$ cat config.mk
export PLATFORM = sky130hd
export DESIGN_NAME = sync_fifo_tx_param
export DESIGN_NICKNAME = d
export VERILOG_FILES = /design/src/rtl/sync_fifo_tx_pkg.sv /design/src/rtl/sync_fifo_tx_ram.sv /design/src/rtl/sync_fifo_tx_param.sv
export SDC_FILE = /design/constraint.sdc
export NUM_CORES = 2
export LEC_CHECK = 0
export BUFFER_PORTS_ARGS = -buffer_cell sky130_fd_sc_hd__buf_2
export CELL_PAD_IN_SITES_DETAIL_PLACEMENT = 0
export CELL_PAD_IN_SITES_GLOBAL_PLACEMENT = 1
export CORE_MARGIN = 2
export CORE_UTILIZATION = 60
export DETAILED_ROUTE_END_ITERATION = 10
export PLACE_DENSITY_LB_ADDON = 0.1
export SKIP_CTS_REPAIR_TIMING = 1
export SYNTH_ARGS = -nofsm -noshare
export SYNTH_HDL_FRONTEND = slang
export SYNTH_SLANG_ARGS = --single-unit
$ cat constraint.sdc
create_clock -name i_clk -period 6.2 [get_ports i_clk]
set_input_delay 0.31 -clock i_clk [delete_from_list [all_inputs] [get_ports i_clk]]
set_output_delay 0.31 -clock i_clk [all_outputs]
set_load 0.005 [all_outputs]
$ cat src/rtl/sync_fifo_tx_pkg.sv
// Shared defaults and the threshold helper for the single-clock TX FIFO.
package sync_fifo_tx_pkg;

  localparam int DATA_W_DEF = 8;
  localparam int ADDR_W_DEF = 8;

  typedef enum logic {
    THR_AT_LEAST,
    THR_AT_MOST
  } thr_dir_e;

  // Almost-full is an "at least" test, almost-empty an "at most" test.
  function automatic logic thr_hit(input int value, input int limit, input thr_dir_e dir);
    return (dir == THR_AT_LEAST) ? (value >= limit) : (value <= limit);
  endfunction

endpackage

$ cat src/rtl/sync_fifo_tx_ram.sv
// Simple dual-port RAM for the TX FIFO: one write port, one registered read port.
module sync_fifo_tx_ram
  import sync_fifo_tx_pkg::*;
#(
  parameter int DATA_W = DATA_W_DEF,
  parameter int ADDR_W = ADDR_W_DEF
) (
  input  logic              i_clk,
  input  logic              i_wr_en,
  input  logic [ADDR_W-1:0] i_wr_addr,
  input  logic [DATA_W-1:0] i_wr_data,
  input  logic              i_rd_en,
  input  logic [ADDR_W-1:0] i_rd_addr,
  output logic [DATA_W-1:0] o_rd_data
);

  logic [DATA_W-1:0] r_mem [2**ADDR_W];
  logic [DATA_W-1:0] r_rd_data;

  // NOTE: no reset on the array or its read register, so the tools can map it to block RAM;
  // the top level never presents read data that was not written since reset.
  always_ff @(posedge i_clk) begin
    if (i_wr_en) r_mem[i_wr_addr] <= i_wr_data;
    if (i_rd_en) r_rd_data <= r_mem[i_rd_addr];
  end

  assign o_rd_data = r_rd_data;

endmodule

$ cat src/rtl/sync_fifo_tx_param.sv
// Single-clock parametrised TX FIFO with thresholds, occupancy count and sticky errors.
// Define SYNC_FIFO_TX_FWFT_EN for first-word-fall-through output mode.
module sync_fifo_tx_param
  import sync_fifo_tx_pkg::*;
#(
  parameter int DATA_W    = DATA_W_DEF,
  parameter int ADDR_W    = ADDR_W_DEF,
  parameter int AF_MARGIN = 4,
  parameter int AE_MARGIN = 4
) (
  input  logic              i_clk,
  input  logic              i_rst,
  input  logic              i_write_en,
  input  logic [DATA_W-1:0] i_WDATA,
  output logic              o_fifo_full,
  output logic              o_fifo_almst_full,
  input  logic              i_read_en,
  output logic [DATA_W-1:0] o_RDATA,
  output logic              o_rd_valid,
  output logic              o_fifo_empty,
  output logic              o_fifo_almst_empty,
  output logic [ADDR_W:0]   o_fifo_cnt,
  input  logic              i_err_clr,
  output logic              o_overflow,
  output logic              o_underflow
);

  localparam int              DEPTH   = 1 << ADDR_W;
  localparam logic [ADDR_W:0] DEPTH_C = {1'b1, {ADDR_W{1'b0}}};
  localparam logic [ADDR_W:0] ONE_C   = {{ADDR_W{1'b0}}, 1'b1};

  logic [ADDR_W:0]   r_wr_ptr, r_rd_ptr, r_cnt;
  logic              r_full, r_empty, r_almst_full, r_almst_empty;
  logic              r_ovf, r_udf, r_rd_valid, r_stage_vld;
  logic [DATA_W-1:0] r_rdata;

  logic              w_push, w_pop, w_ram_rd, w_rd_valid_nxt, w_empty_nxt;
  logic [ADDR_W:0]   w_wr_ptr_nxt, w_rd_ptr_nxt, w_ram_cnt_nxt, w_cnt_nxt;
  logic [DATA_W-1:0] w_ram_q;

  // Accept decisions use only registered flags, i.e. the state before the edge.
  assign w_push = i_write_en && !r_full;
  assign w_pop  = i_read_en && !r_empty;

`ifdef SYNC_FIFO_TX_FWFT_EN
  // At most one word lives outside the RAM (in flight or in the output register),
  // so the total occupancy tops out at DEPTH+1.
  assign w_ram_rd       = (r_wr_ptr != r_rd_ptr) && !r_stage_vld && (!r_rd_valid || w_pop);
  assign w_rd_valid_nxt = r_stage_vld || (r_rd_valid && !w_pop);
  assign w_empty_nxt    = !w_rd_valid_nxt;
`else
  assign w_ram_rd       = w_pop;
  assign w_rd_valid_nxt = r_stage_vld;
  assign w_empty_nxt    = (w_cnt_nxt == '0);
`endif

  // NOTE: every combinational output gets a default first so no latch is inferred.
  always_comb begin
    w_wr_ptr_nxt  = r_wr_ptr + (w_push ? ONE_C : '0);
    w_rd_ptr_nxt  = r_rd_ptr + (w_ram_rd ? ONE_C : '0);
    w_ram_cnt_nxt = w_wr_ptr_nxt - w_rd_ptr_nxt;
    w_cnt_nxt     = r_cnt;
    if (w_push && !w_pop)      w_cnt_nxt = r_cnt + ONE_C;
    else if (w_pop && !w_push) w_cnt_nxt = r_cnt - ONE_C;
  end

  // NOTE: sequential state uses non-blocking assignments so every flop samples pre-edge values.
  always_ff @(posedge i_clk or posedge i_rst) begin
    if (i_rst) begin
      r_wr_ptr      <= '0;
      r_rd_ptr      <= '0;
      r_cnt         <= '0;
      r_full        <= 1'b0;
      r_empty       <= 1'b1;
      r_almst_full  <= 1'b0;
      r_almst_empty <= 1'b1;
      r_ovf         <= 1'b0;
      r_udf         <= 1'b0;
      r_stage_vld   <= 1'b0;
      r_rd_valid    <= 1'b0;
      r_rdata       <= '0;
    end else begin
      r_wr_ptr      <= w_wr_ptr_nxt;
      r_rd_ptr      <= w_rd_ptr_nxt;
      r_cnt         <= w_cnt_nxt;
      r_full        <= (w_ram_cnt_nxt == DEPTH_C);
      r_empty       <= w_empty_nxt;
      r_almst_full  <= thr_hit(int'(w_cnt_nxt), DEPTH - AF_MARGIN, THR_AT_LEAST);
      r_almst_empty <= thr_hit(int'(w_cnt_nxt), AE_MARGIN, THR_AT_MOST);
      // A fresh error wins over a same-cycle clear.
      r_ovf         <= (i_write_en && r_full) || (r_ovf && !i_err_clr);
      r_udf         <= (i_read_en && r_empty) || (r_udf && !i_err_clr);
      r_stage_vld   <= w_ram_rd;
      r_rd_valid    <= w_rd_valid_nxt;
      if (r_stage_vld) r_rdata <= w_ram_q;
    end
  end

  sync_fifo_tx_ram #(
    .DATA_W (DATA_W),
    .ADDR_W (ADDR_W)
  ) u_ram (
    .i_clk     (i_clk),
    .i_wr_en   (w_push),
    .i_wr_addr (r_wr_ptr[ADDR_W-1:0]),
    .i_wr_data (i_WDATA),
    .i_rd_en   (w_ram_rd),
    .i_rd_addr (r_rd_ptr[ADDR_W-1:0]),
    .o_rd_data (w_ram_q)
  );

  assign o_fifo_full        = r_full;
  assign o_fifo_almst_full  = r_almst_full;
  assign o_fifo_empty       = r_empty;
  assign o_fifo_almst_empty = r_almst_empty;
  assign o_fifo_cnt         = r_cnt;
  assign o_overflow         = r_ovf;
  assign o_underflow        = r_udf;
  assign o_rd_valid         = r_rd_valid;
  assign o_RDATA            = r_rdata;

endmodule

==> After elaboration in Yosys (flattened, before gate mapping) <==
Memory sizes are Yosys's and may differ from the RTL's. A register that Yosys moved wholly into a read port is not among the register bits.
Cells that the tools add are included.
{ "word_totals": {"register_bits": 43, "ram_bits": 2048, "in_bits": 13, "output_inout_bits": 24, "word_cells": 43, "mem_count": 1} }
{ "op_classes": {"add_sub_neg": 5, "order_cmp": 2, "eq_ne": 1, "mux": 6, "n_reduce_logical": 16} }
{ "memory_table": {"columns": ["memory", "words", "width", "read_ports", "rd_ports_with_merged_regs", "wr", "line_no", "text"], "rows": [
  ["u_ram.r_mem", 256, 8, 1, 1, 1, "sync_fifo_tx_ram.sv:17", "logic [DATA_W-1:0] r_mem [2**ADDR_W];"]
]} }
{ "ops": {"columns": ["operator", "count"], "rows": [
  ["$add 9x1->9", 2],
  ["$mux 9", 2],
  ["$add 9x1->9 const B", 1],
  ["$eq 9x9->1 const B", 1],
  ["$ge 9x8->1 const B", 1],
  ["$le 9x3->1 const B", 1],
  ["$logic_not 9->1", 1],
  ["$sub 9x1->9 const B", 1],
  ["$sub 9x9->9", 1],
  ["$logic_and 1x1->1", 8],
  ["$logic_not 1->1", 5],
  ["$mux 1", 4],
  ["$logic_or 1x1->1", 2]
]} }

==> Depth between registers and ports, before layout <==
{ "logic_depth": {"word_depth": 7, "depth_mapped": 14, "mapped_depth_nobuf": 12} }

==> Modules after synthesis <==
From an unflattened synthesis, not the netlist that was laid out.
{ "hier_totals": {"cells_unflattened": 3937, "area_unflattened_um2": 81842.2} }
{ "modules_own_cells": {"columns": ["mod", "n_inst", "cells_each", "area_per_inst_um2"], "rows": [
  ["sync_fifo_tx_ram", 1, 3733, 79636.4],
  ["sync_fifo_tx_param", 1, 204, 2205.9]
]} }

==> Worst setup path after synthesis <==
OpenSTA, ideal clock, no wires.
{ "synth_timing": {"kind": "reg2reg", "startpoint": "register r_full, in the netlist o_fifo_full", "endpoint": "register r_full, in the netlist o_fifo_full", "setup_ns": 0.122, "arrival_ns": 3.208, "path_slack_ns": 2.870, "stages_incl_launch_ff": 15, "n_path_buf": 2, "period_less_slack_ns": 3.330, "cell_sequence": "dfrtp_1 > nand2b_1 > clkbuf_1 > inv_1 > clkbuf_1 > ha_1 > ha_1 > ha_1 > nor2b_1 > o21ai_0 > a21boi_0 > o21ai_0 > nand2_1 > or4b_1 > a2111oi_1"} }
{ "synth_via": {"elab_chain_cells": 6} }
{ "synth_lines": {"columns": ["element", "line_no", "text"], "rows": [
  ["start: declaration", "sync_fifo_tx_param.sv:33", "logic r_full, r_empty, r_almst_full, r_almst_empty;"],
  ["start signal: assignment", "sync_fifo_tx_param.sv:86", "r_full <= (w_ram_cnt_nxt == DEPTH_C);"],
  ["$logic_not 1->1", "sync_fifo_tx_param.sv:42", "assign w_push = i_write_en && !r_full;"],
  ["$logic_and 1x1->1", "sync_fifo_tx_param.sv:42", null],
  ["$mux 1", "sync_fifo_tx_param.sv:59", "w_wr_ptr_nxt = r_wr_ptr + (w_push ? ONE_C : '0);"],
  ["$add 9x1->9", "sync_fifo_tx_param.sv:59", null],
  ["via w_wr_ptr_nxt[1]", "sync_fifo_tx_param.sv:38", "logic [ADDR_W:0] w_wr_ptr_nxt, w_rd_ptr_nxt, w_ram_cnt_nxt, w_cnt_nxt;"],
  ["$sub 9x9->9", "sync_fifo_tx_param.sv:61", "w_ram_cnt_nxt = w_wr_ptr_nxt - w_rd_ptr_nxt;"],
  ["$eq 9x9->1", "sync_fifo_tx_param.sv:86", null]
]} }
The timed path passes the listed nets, and every way through them passes these cells.
A chain may end at the register's enable or synchronous reset.

==> Worst setup path in the final report <==
Ends and elaborated chain as after synthesis.

==> metrics.txt <==
result of the run=complete, no violations; CTS H-tree lvls=4; share of the yosys chip area belonging to registers=75.8%; crit share post-route=71.5%; maximum number of pins on one net before global-route repair=193; Setup crit end=o_fifo_full$_DFF_PP0_; timing-limited maximum frequency=0.225 GHz; cell type with the highest aggregate area in the netlist=sky130_fd_sc_hd__edfxtp_1; vias in the first global route=41190; max-slew violation count=0; register-to-register setup slack=1.77 ns; Final setup viols=0; Detail Route Antenna Nets=0; clk sinks=2099; DRC Markers=0; final cell area excluding filler cells=91200 sq um; Placement Cell Area=84600 sq um; hold depth=1; initial antenna violation count=2; WL per Instance=33.2 um; Period minus WS final=4.43 ns; count of unique library cells instantiated by Yosys=73; Synth Cell Area=82900 sq um; fraction of layout cells with a size suffix above 1=17.8%; buffer cell driving the clock tree root=sky130_fd_sc_hd__clkbuf_16; number of buffers inserted during clock tree synthesis=203; Post-Synthesis Cells=4260; nature of the critical path endpoint=flop; main flop type after synthesis=sky130_fd_sc_hd__edfxtp_1; total core area=137000 sq um; total global routing overflow=0; clock transition at the registers of the reported paths=0.06 ns; drt total wl=208000 um; number of rows created at floorplan=136; Avg Cell Area, Syn=19.5 sq um; clock insertion delay at the later pin of the skew report=0.85 ns; Avg Vias per Cell=6.72; max-capacitance violation count=0; proportion of netlist area held by the largest area contributor=74.5%; Clock Skews=0.0361 ns; number of synthesized flops with an enable pin=2056; number of vias after detailed routing=42178; starting DRC count in detailed routing=5167; total of warnings raised by yosys=0; post-detail-place hpwl=125000 um; post-synthesis net count=4287; Port Buffers=36; CTS tree=yes; unrepaired setup endpoints after global routing=false; aggregate global-route resource usage=29.9%; start of the worst register-to-register path=o_fifo_full$_DFF_PP0_; Pwr per Cell Area=434 nW/um^2; antenna diode count=0; top cells by area in the synthesized netlist=sky130_fd_sc_hd__edfxtp_1, sky130_fd_sc_hd__mux4_2, sky130_fd_sc_hd__mux2i_1, sky130_fd_sc_hd__nor2_1, sky130_fd_sc_hd__o221ai_1; register bit count reported by yosys=2099; asr flop ratio synth=2.05%; VDD IR max=0.362 mV; Die X=376 um; actual transition at the worst max-transition pin=1.28 ns; synth-to-layout area growth=10.0%; Crit. Startpoint=o_fifo_full$_DFF_PP0_; Final Hold Fails=0; worst setup path class=flop to flop; Arr. time, crit path=5.08 ns; NumNets Final=4342; worst rel slew slack=13.5%; worst reg2reg endpoint=o_fifo_full$_DFF_PP0_; Initial Util=60.4%; length in cells of the worst reg-to-reg path=12; count of boundary I/O pins=37; Die Outline Area=141000 sq um; first-pass GRT wire length=300000 um; accumulated negative setup slack=0 ns; final weighted congestion of routability-driven global placement=0.867; maximum buffer depth of the clock tree=3; die span in y=376 um; number of iterations in the first detailed-routing pass=6; Setup crit start kind=flop; required time worst endpoint=6.84 ns; leak pwr=0.0291 uW; path class of the lowest-slack min-delay path=primary input to flop; Max FO, Critical Path=21
## routing by layer
layer,wire length [um],vias up,GRT usage [%]
li1,-,17637,-
met1,84700,22159,43.9
met2,98600,2040,45.9
met3,17500,340,5.37
met4,7580,2,10.6
met5,19,-,0
## layout by cell type (no fill, tap or decap), types with 37 or more instances in the layout
cell type / instances
sky130_fd_sc_hd__a21oi_1: 71
sky130_fd_sc_hd__buf_4: 52
sky130_fd_sc_hd__clkbuf_1: 48
sky130_fd_sc_hd__clkbuf_16: 203
sky130_fd_sc_hd__clkinv_1: 46
sky130_fd_sc_hd__dfrtp_1: 37
sky130_fd_sc_hd__edfxtp_1: 2056
sky130_fd_sc_hd__mux2i_1: 352
sky130_fd_sc_hd__mux4_2: 354
sky130_fd_sc_hd__nand2_1: 117
sky130_fd_sc_hd__nand3_1: 46
sky130_fd_sc_hd__nor2_1: 315
sky130_fd_sc_hd__nor3_1: 68
sky130_fd_sc_hd__o21ai_0: 40
sky130_fd_sc_hd__o221ai_1: 124
sky130_fd_sc_hd__o22ai_1: 83
## metrics by stage
step | total power, uW | utilization (%) | instances | hold WS (ns) | setup WS [ns]
finish | 39500 | 66.4 | 6279 | 0.00757 | 1.77
floorplan | 24000 | - | 4260 | 0.352 | 2.87
global route | 40700 | 66.4 | 6279 | 0.00633 | 1.38
global placement | 27600 | 61.6 | 5900 | 0.494 | 1.73
detailed placement | 27700 | 61.6 | 5900 | 0.498 | 1.66
CTS | 39600 | 66.4 | 6275 | -0.392 | 1.63
## cells by family (layout without fill, tap and decap cells)
kind of cell / count (synthesis) / after routing / share of synthesized area [%]
and+or+nand+nor: 688 / 688 / 3.82
xor gates and xnor gates: 24 / 24 / 0.254
buffers and inverters: 282 / 507 / 2.04
AOI/OAI and AO/OA: 420 / 420 / 3.65
DFF: 2099 / 2099 / 75.8
muxes: 733 / 733 / 14.2
adders and majority gates: 14 / 14 / 0.211
## where the power goes
| group | internal (uW) | total (uW) | switching, uW |
|---|---|---|---|
| Combinational | 4260 | 11000 | 6700 |
| Sequential | 15900 | 16400 | 558 |
| Clock | 6860 | 12100 | 5280 |
## worst min path at each step
stage | from | end | slack [ns]
after floorplan | r_stage_vld$_DFF_PP0_ | o_rd_valid$_DFF_PP0_ | 0.35
after global placement | o_fifo_full$_DFF_PP0_ | o_overflow$_DFF_PP0_ | 0.49
after detailed placement | o_fifo_full$_DFF_PP0_ | o_overflow$_DFF_PP0_ | 0.50
after CTS | i_err_clr | o_overflow$_DFF_PP0_ | -0.39
after global routing | i_WDATA[4] | u_ram.r_mem[2][4]$_DFFE_PP_ | 0.006
final | i_WDATA[4] | u_ram.r_mem[3][4]$_DFFE_PP_ | 0.008
## final cells by class
class	count	area, sq um
sequential	2099	62800
timing repair buffer	111	1060
fill	8918	46100
tap	1794	2240
clock inverter	119	1230
multi-input combinational	1879	18400
clock buffer	256	5330
inverter	21	83.8
## state kept, by name (all words and copies together) (netlist names)
name	cells
u_ram.r_mem	2048
o_fifo_almst_empty	1
o_fifo_cnt	9
r_wr_ptr	9
u_ram.o_rd_data	8
o_fifo_almst_full	1
o_fifo_empty	1
o_overflow	1
r_stage_vld	1
r_rd_ptr	9
o_RDATA	8
o_fifo_full	1
o_underflow	1
o_rd_valid	1
## worst max-delay path, stage by stage (launching register included)
cell	delay [ns]
sky130_fd_sc_hd__dfrtp_1	0.38
sky130_fd_sc_hd__nand2b_1	0.33
sky130_fd_sc_hd__inv_1	0.58
sky130_fd_sc_hd__ha_1	0.27
sky130_fd_sc_hd__ha_1	0.24
sky130_fd_sc_hd__ha_1	0.30
sky130_fd_sc_hd__nor2b_1	0.13
sky130_fd_sc_hd__o21ai_0	0.26
sky130_fd_sc_hd__a21boi_0	0.15
sky130_fd_sc_hd__o21ai_0	0.27
sky130_fd_sc_hd__nand2_1	0.08
sky130_fd_sc_hd__or4b_1	0.46
sky130_fd_sc_hd__a2111oi_1	0.78
## Yosys cell counts, drive strengths merged (15+ instances only)
cell / count
a211oi: 21
a21oi: 71
buf: 155
clkbuf: 106
dfrtp: 41
edfxtp: 2056
inv: 20
mux2: 27
mux2i: 352
mux4: 354
nand2: 118
nand3: 50
nand4: 21
nor2: 315
nor2b: 15
nor3: 68
nor4: 21
o21ai: 41
o221ai: 128
o22ai: 83
or3: 15
xnor2: 16
Power figures use the tool's default switching activity.
